===== src/rtl/mem_port_arbiter.sv =====
// mem_port_arbiter
// ----------------
// Shares one single-ported unified memory between the instruction-fetch (IF)
// and data-memory (MEM) pipeline stages. Accesses are serialized by a small
// non-preemptive FSM. A pending data access always wins over a pending fetch
// at the moment of grant.
//
// Ports
//   clk, rst_n                 clock, asynchronous active-low reset
//   if_req/if_addr/if_flush    fetch requester (flush discards the in-flight result)
//   mem_req/mem_we/mem_addr/
//   mem_wdata                  data requester
//   if_rdata/if_done           fetch response (done is a one-cycle pulse)
//   mem_rdata/mem_done         data response (done is a one-cycle pulse)
//   stall_if/stall_mem         combinational stage stalls: req & ~done
//   ram_req/ram_we/ram_addr/
//   ram_wdata                  registered memory request, held until ack
//   ram_rdata/ram_ack          memory response
module mem_port_arbiter #(
  parameter int unsigned ADDR_W = 32,
  parameter int unsigned DATA_W = 32
) (
  input  logic              clk,
  input  logic              rst_n,
  input  logic              if_req,
  input  logic [ADDR_W-1:0] if_addr,
  input  logic              if_flush,
  input  logic              mem_req,
  input  logic              mem_we,
  input  logic [ADDR_W-1:0] mem_addr,
  input  logic [DATA_W-1:0] mem_wdata,
  output logic [DATA_W-1:0] if_rdata,
  output logic              if_done,
  output logic [DATA_W-1:0] mem_rdata,
  output logic              mem_done,
  output logic              stall_if,
  output logic              stall_mem,
  output logic              ram_req,
  output logic              ram_we,
  output logic [ADDR_W-1:0] ram_addr,
  output logic [DATA_W-1:0] ram_wdata,
  input  logic [DATA_W-1:0] ram_rdata,
  input  logic              ram_ack
);

  typedef enum logic [1:0] {
    ST_IDLE     = 2'd0,
    ST_BUSY_IF  = 2'd1,
    ST_BUSY_MEM = 2'd2,
    ST_RESP     = 2'd3
  } state_e;

  state_e            state_q;
  logic              ram_req_q;
  logic              ram_we_q;
  logic [ADDR_W-1:0] ram_addr_q;
  logic [DATA_W-1:0] ram_wdata_q;
  logic [DATA_W-1:0] if_rdata_q;
  logic [DATA_W-1:0] mem_rdata_q;
  logic              if_done_q;
  logic              mem_done_q;
  logic              drop_q;      // in-flight fetch result is to be discarded

  // Arbitration FSM with all outputs registered; the done flags set on the
  // ack edge double as the record of which requester owns the RESP cycle.
  always_ff @(posedge clk or negedge rst_n) begin
    if (!rst_n) begin
      state_q     <= ST_IDLE;
      ram_req_q   <= 1'b0;
      ram_we_q    <= 1'b0;
      ram_addr_q  <= {ADDR_W{1'b0}};
      ram_wdata_q <= {DATA_W{1'b0}};
      if_rdata_q  <= {DATA_W{1'b0}};
      mem_rdata_q <= {DATA_W{1'b0}};
      if_done_q   <= 1'b0;
      mem_done_q  <= 1'b0;
      drop_q      <= 1'b0;
    end else begin
      case (state_q)
        ST_IDLE: begin
          drop_q <= 1'b0;
          if (mem_req) begin
            // data side has fixed priority, even with a fetch also pending
            ram_req_q   <= 1'b1;
            ram_we_q    <= mem_we;
            ram_addr_q  <= mem_addr;
            ram_wdata_q <= mem_wdata;
            state_q     <= ST_BUSY_MEM;
          end else if (if_req) begin
            ram_req_q  <= 1'b1;
            ram_we_q   <= 1'b0;
            ram_addr_q <= if_addr;
            state_q    <= ST_BUSY_IF;
          end else begin
            state_q <= ST_IDLE;
          end
        end
        ST_BUSY_IF: begin
          if (ram_ack) begin
            // a flush arriving together with the ack still suppresses done
            if_rdata_q <= ram_rdata;
            if_done_q  <= ~(drop_q | if_flush);
            ram_req_q  <= 1'b0;
            state_q    <= ST_RESP;
          end else if (if_flush) begin
            drop_q <= 1'b1;
          end else begin
            state_q <= ST_BUSY_IF;
          end
        end
        ST_BUSY_MEM: begin
          if (ram_ack) begin
            mem_rdata_q <= ram_rdata;
            mem_done_q  <= 1'b1;
            ram_req_q   <= 1'b0;
            state_q     <= ST_RESP;
          end else begin
            state_q <= ST_BUSY_MEM;
          end
        end
        ST_RESP: begin
          if_done_q  <= 1'b0;
          mem_done_q <= 1'b0;
          drop_q     <= 1'b0;
          state_q    <= ST_IDLE;
        end
        default: begin
          state_q    <= ST_IDLE;
          ram_req_q  <= 1'b0;
          if_done_q  <= 1'b0;
          mem_done_q <= 1'b0;
          drop_q     <= 1'b0;
        end
      endcase
    end
  end

  assign ram_req   = ram_req_q;
  assign ram_we    = ram_we_q;
  assign ram_addr  = ram_addr_q;
  assign ram_wdata = ram_wdata_q;
  assign if_rdata  = if_rdata_q;
  assign if_done   = if_done_q;
  assign mem_rdata = mem_rdata_q;
  assign mem_done  = mem_done_q;

  // Stalls drop in the done cycle so the stage advances on that edge.
  assign stall_if  = if_req & ~if_done_q;
  assign stall_mem = mem_req & ~mem_done_q;

endmodule


===== config.mk =====
export PLATFORM = sky130hd
export DESIGN_NAME = mem_port_arbiter
export DESIGN_NICKNAME = d
export VERILOG_FILES = /design/src/rtl/mem_port_arbiter.sv
export SDC_FILE = /design/constraint.sdc
export NUM_CORES = 1
export LEC_CHECK = 0
export ABC_CLOCK_PERIOD_IN_PS = 4300
export CORE_UTILIZATION = 44
export DETAILED_ROUTE_END_ITERATION = 10
export PLACE_DENSITY = 0.91
export SKIP_CTS_REPAIR_TIMING = 1
export SYNTH_ARGS = -nofsm -noshare
export SYNTH_HDL_FRONTEND = slang
export SYNTH_SLANG_ARGS = --single-unit

===== constraint.sdc =====
create_clock -name clk -period 4.3 [get_ports clk]
set_clock_uncertainty 0.15 [all_clocks]
set_input_delay 0.86 -clock clk [delete_from_list [all_inputs] [get_ports clk]]
set_output_delay 0.86 -clock clk [all_outputs]
set_load 0.02 [all_outputs]

## After elaboration in Yosys (flattened, before gate mapping)

Index checks and enable logic that the tools add are counted.

- Eq/ne operators: 10
- Multiplexer cells: 21
- Bitwise gates (word level): 6
- Reductions and logical operators: 16

Operators with widths:

| kind | count |
|---|---|
| $mux W32 | 2 |
| $reduce_and A2 Y1 | 6 |
| $mux W1 | 11 |
| $reduce_bool A2 Y1 | 5 |
| $ne A2 B2 Y1 const B | 4 |
| $pmux W1 S2 | 4 |
| $pmux W2 S4 | 1 |
| $mux W2 | 3 |
| $ne A3 B3 Y1 const B | 2 |
| $reduce_and A3 Y1 | 2 |
| $eq A2 B2 Y1 const B | 2 |
| $reduce_or A2 Y1 | 2 |
| $not A1 Y1 | 3 |
| $and A1 B1 Y1 | 2 |
| $eq A2 B1 Y1 const B | 1 |
| $logic_not A2 Y1 | 1 |
| $ne A2 B1 Y1 const B | 1 |
| $or A1 B1 Y1 | 1 |

- Bits in registers: 135
- Input bits: 135
- Output and inout port bits: 134

## Logic depth before layout (Yosys ltp)

- Depth after elaboration: 4
- Depth in mapped cells: 7

## Least setup slack after synthesis

No wires, ideal clock.

- Path kind: in2out
- Start point: input mem_req
- End point: output stall_mem
- Arrival: 1.344 ns
- Data required time: 3.290 ns
- Path slack: 1.946 ns
- Cell stages on the path: 3
- Path buffers: 1
- Cell sequence: buf_6 inv_1 nor2_1

- Cells in the longest elaborated chain, start to end: 1

RTL lines:

| item | line | text |
|---|---|---|
| start: declaration | 28 | `input logic mem_req,` |
| $and A1 B1 Y1 | 149 | `assign stall_mem = mem_req & ~mem_done_q;` |
| end: declaration | 37 | `output logic stall_mem,` |

Every way passes these cells.

## Worst setup path in the final report

- Start point: input if_req
- End point: output stall_if

- Cells in the longest elaborated chain, start to end: 1

RTL lines:

| item | line | text |
|---|---|---|
| start: declaration | 25 | `input logic if_req,` |
| $and A1 B1 Y1 | 148 | `assign stall_if = if_req & ~if_done_q;` |
| end: declaration | 36 | `output logic stall_if,` |

Every way passes these cells.

==> reports/metrics.cfg <==
[clocking]
path_clk_slew_ps=60
insertion_delay_ps=410
clock_sinks=135
ctsLongestPathBuffers=2
htreeDepth=4
cts_tree=built
cts_buffers=17
cts_root_buf=clkbuf_16

[placement]
dp_cells=807
numPortBuffers=268
gp_congestion=0.807
place_ws_ps=1070
hpwl_um=11000

[timing]
min_period_ps=3220
setup_slack_ps=1080
finalCritPeriodShare_pct=74.9
setup_viol=0
worst_slew_pin_slew_ps=1110
drv_slew=0
slew_headroom_pct=25.9
finalHoldViolCount=0
tns_ps=0
fin_hold_ws_ps=332
max_freq_mhz=311
rsz0062_at_grt=false

[synth]
yosys.area_share.simple_pct=3.84
synthTopCellsByCount=dfrtp_1, mux2_1, mux2_2, nand2_1, mux2i_1
muxShareOfSynthArea_pct=27.3
ys_types=29
synth.most_common_cell=dfrtp_1
synth_warnings=0
synth-main-ff-cell=dfrtp_1
synth_compound_area_share_pct=4.37
syn-cell-area_um2=5640
synthesis.nets=528
synthAdderAreaFrac_pct=1.11
synth-edff-count=0
synth_top_family_by_area=multiplexers
syn_area_per_cell_um2=14.5
synth.area.top_cells=dfrtp_1, mux2_4, mux2_1, mux2_2, mux2i_1
synth-seq-cells=135
synth_top_area_share_pct=59.9
yosys.area.top_type=dfrtp_1
yosysSeqAreaShare_pct=59.9
postSynth.asyncResetShare_pct=100
synth_xor_area_share_pct=0
synth_cells=388

[power]
p_per_area_nw_per_um2=795
ir_worst_vdd_uv=569
leakage_nw=3.94

[worst_setup_path]
critPathSlowestCell=clkdlybuf4s50_1
max_stage_delay_ps=620
start_kind=primary input
crit_path_frequent_cell=clkdlybuf4s50_1
required_ps=3290
worst-setup-path-type=primary input to primary output
cp-end-kind=primary output
crit_path_cell_trace=clkdlybuf4s50_1 > nor2b_1 > clkdlybuf4s50_1
crit_fanout=4
arrival_ps=2210

[floorplanning]
die_x_um=115
core_area_um2=12300
std_cell_rows=40
ios=269
die_h_um=115
start_util_pct=46.0
die_area_um2=13300

[global_routing]
grt_antenna_before_repair=0
grt_start_max_net_pins=99
grt_first_pass_wirelength_um=22600
grt_pass1_vias=4427
track_usage_pct=22.8
gr-total-overflow=0

[run]
drv_cap=0

[detailed_routing]
first_pass_iters=6
drtAntennaViolNets=0
wl_per_cell_um=17.7
avgViaCountPerCell=4.87
drt_wl_total_um=14800
vias=4069
drt_iter0_drc=148
drc=0

[layout]
final_util_pct=72.6
area_growth_syn_to_layout_pct=58.0
instances_no_fill=836
nets=798
insertedDiodeCount=0
fillers=776
drive_gt1_share_pct=14.5

[worst_hold_path]
hold_path.class=flop to flop

[outcome]
outcome=finished, final reports clean

[cells in the final DEF (no fill, tap or decap)]
cell type and n:
dfrtp_1 135, nor2b_1 3, o2bb2ai_1 1, nor2_1 6, nand2_1 33, mux2_2 34
o21ai_4 1, clkbuf_16 17, nand2_4 1, o21ai_0 24, buf_6 1, clkbuf_1 6
clkbuf_8 2, nor3_1 1, nand3b_1 1, nand2_2 2, a21oi_1 3, o21ai_1 10
mux2_4 30, mux2_1 34, a22o_1 3, a21boi_0 1, ha_1 5, clkinv_2 2
clkdlybuf4s50_1 266, a32o_1 1, buf_4 4, buf_2 1, mux2i_1 32, or3b_1 1
inv_1 4, bufinv_16 1, nand2b_1 1, clkinvlp_4 1
[routing by layer]
layer,global-route usage [%],vias to the layer above,routed length (um)
met4,10.2,0,343
met3,7.49,24,1100
met1,23.7,1979,5530
li1,-,1890,-
met2,41.6,176,7800
met5,0,-,0
[state kept, by name (all words and copies together), names as in the netlist]
| signal | count |
|---|---|
| if_rdata | 32 |
| mem_rdata | 32 |
| ram_addr | 32 |
| ram_wdata | 32 |
| state_q | 2 |
| drop_q | 1 |
| if_done | 1 |
| mem_done | 1 |
| ram_req | 1 |
| ram_we | 1 |
[final timing paths]
kind,from,endpoint,slack (ps),cells past startpoint
max,if_req,stall_if,1080,3
min,ram_addr[5],ram_addr[5],330,2
max reg2reg,state_q[1],if_rdata[13],2000,4
min reg2reg,ram_addr[5],ram_addr[5],330,2
max in group asynchronous,rst_n,if_rdata[15],2760,2
min in group asynchronous,rst_n,if_rdata[27],400,1
[logic make-up (layout without fill, tap and decap cells)]
family / Yosys count / in the layout
compound gates: 44 / 44
fa+ha+maj: 5 / 5
buf+inv: 25 / 305
flops: 135 / 135
mux: 130 / 130
simple gates: 49 / 49
[critical path, delay by kind of cell]
family,cells,cell delay (ps)
buf+inv,2,1180
simple gates,1,170
[through the flow]
stage | instance area [um2] | total power (W)
4_1_cts | 8900 | 0.00715
2_1_floorplan | 5640 | 0.00411
6_report | 8900 | 0.00707
3_3_place_gp | 8380 | 0.00566
5_1_grt | 8900 | 0.00743
3_5_place_dp | 8380 | 0.00581
[where the power goes]
group,switching [W],internal (W),total (W)
registers,0.000374,0.00192,0.00230
logic,0.00166,0.00182,0.00348
clock network,0.000486,0.000813,0.00130
[cell type report]
class | instances | area (um2) | share of cell area [%]
Multi-Input combinational cell | 228 | 2070 | 23.2
Clock buffer | 25 | 475 | 5.34
Sequential cell | 135 | 3380 | 37.9
Inverter | 4 | 15.0 | 0.169
Tap cell | 168 | 210 | 2.36
Timing Repair Buffer | 272 | 2710 | 30.4
Clock inverter | 4 | 47.5 | 0.534
Note: power is estimated with default switching activity, not from simulation.
==> patch (config.mk and constraints unchanged) <==
Make the reset (`rst_n`) synchronous in one clocked block. Comments in the files are not updated.
--- a/src/rtl/mem_port_arbiter.sv
+++ b/src/rtl/mem_port_arbiter.sv
@@ -65,3 +65,3 @@
   // ack edge double as the record of which requester owns the RESP cycle.
-  always_ff @(posedge clk or negedge rst_n) begin
+  always_ff @(posedge clk) begin
     if (!rst_n) begin
Behaviour: differs if rst_n is asserted again (counterexample within 4 cycles, from zero or initial values and one cycle with rst_n low); with rst_n held inactive, the same outputs for 4 cycles.
==> patch against the original RTL <==
- area after synthesis fell by 2.3%
- critical path type unchanged
- final area fell by 0.84%
- highest routed layer unchanged
- fmax rose by 1.6%
- global-route usage rose by 1.5 points
- wire length rose by 4.3%
- sequential cell count did not move
- worst setup slack improved by 0.051 ns
Power is not compared: it rests on default switching activity, and its combinational part moved more than twofold at a synthesized area within 25%.
==> patch: results (changes against the original RTL) <==
outcome: "finished, final reports clean"
synthDistinctLibCells: 27  # -6.9%
grt_use_total_pct: 24.2  # +1.5 points
synth_flop_cell: "dfxtp_1"
worst_ep_arrival_time_ns: 2.16  # -0.05 ns
placed_area_mm2: 0.00816  # -2.7%
cpPeakStageDelay_ns: 0.64  # +0.02 ns
vias_per_cell: 4.89  # +0.52%
r2r_cells: 5  # +1
place.gp.congestion: 0.770  # -4.7%
async_reset_ff_share_pct: 0  # -100 points
worst_slew_pin_slew_ns: 1.15  # +0.0473 ns
r2r_slack_ns: 2.04  # +0.04 ns
first_iter_violations: 274  # +85%
synth_commonest_cells: "nand2_1 (232), dfxtp_1 (135), a21boi_0 (87)"
r2r_end: "if_rdata[15]$_SDFFE_PN0P_"
grt_max_degree: 66  # -33%
syn_nets: 755  # +43%
grt_pass1_wl_um: 24200  # +7.4%
drive_above_1_share_pct: 4.81  # -9.7 points
r2r_start: "state_q[1]$_SDFFE_PN0P_"
grt_pass1_vias: 4974  # +12%
min_to: "ram_wdata[23]$_SDFFE_PN0P_"
min_from: "ram_wdata[23]$_SDFFE_PN0P_"
synth_area_leaders: "dfxtp_1 (49%), nand2_1 (16%), a21boi_0 (12%)"
hpwl_um: 10900  # -0.21%
nets: 1000  # +25%
[patch: worst max path at each step]
stage | slack, ns | end | depth (start not counted)
floorplan | 1.77 | stall_mem | 3
global placement | 1.15 | stall_if | 3
detailed placement | 1.12 | stall_if | 3
CTS | 1.12 | stall_if | 3
global route | 1.08 | stall_if | 3
finish | 1.13 | stall_if | 3
[patch: logic make-up (layout without fill, tap and decap cells)]
logic type | count (synthesis) | after routing | share of synthesized area (%)
mux | 34 | 34 | 6.18
flops | 135 | 135 | 49.1
simple gates | 250 | 250 | 17.8
buf+inv | 51 | 309 | 5.29
compound gates | 140 | 140 | 20.5
fa+ha+maj | 5 | 5 | 1.14
[patch: power groups by stage]
| stage | Combinational (W) | Sequential, W | Clock [W] |
|---|---|---|---|
| 6_report | 0.00158 | 0.00162 | 0.00160 |
| 5_1_grt | 0.00171 | 0.00165 | 0.00168 |
| 4_1_cts | 0.00159 | 0.00162 | 0.00163 |
| 3_5_place_dp | 0.00158 | 0.00164 | 0 |
| 3_3_place_gp | 0.00156 | 0.00163 | 0 |
| 2_1_floorplan | 0.000634 | 0.00191 | 0 |
[patch: layout make-up]
class                      instances  area, um2
fill                             862       3280
clock inverter                     6        133
clock buffer                      26        539
tap                              168        210
multi-input combinational        429       2510
timing repair buffer             274       2720
sequential                       135       2700
inverter                           3       11.3
[patch: layer usage]
metal / track usage, % / vias up / part of all wire [%]
li1: - / 2536 / -
met1: 26.2 / 2318 / 39
met2: 42.8 / 207 / 51
met3: 8.08 / 32 / 7.6
met4: 11.4 / 0 / 3.0
met5: 0 / - / 0
[patch: metrics by stage]
step | cells | utilization (%) | setup WS (ns) | hold slack (ns)
6_report | 1041 | 72.9 | 1.13 | 0.304
3_3_place_gp | 1009 | 67.4 | 1.15 | 0.290
3_5_place_dp | 1009 | 67.4 | 1.12 | 0.299
2_1_floorplan | 615 | - | 1.77 | 0.285
4_1_cts | 1041 | 72.9 | 1.12 | 0.305
5_1_grt | 1041 | 72.9 | 1.08 | 0.329
[patch: critical path, delay by kind of cell]
| kind | cells | cell delay [ns] |
|---|---|---|
| simple gates | 1 | 0.14 |
| buf+inv | 2 | 1.16 |
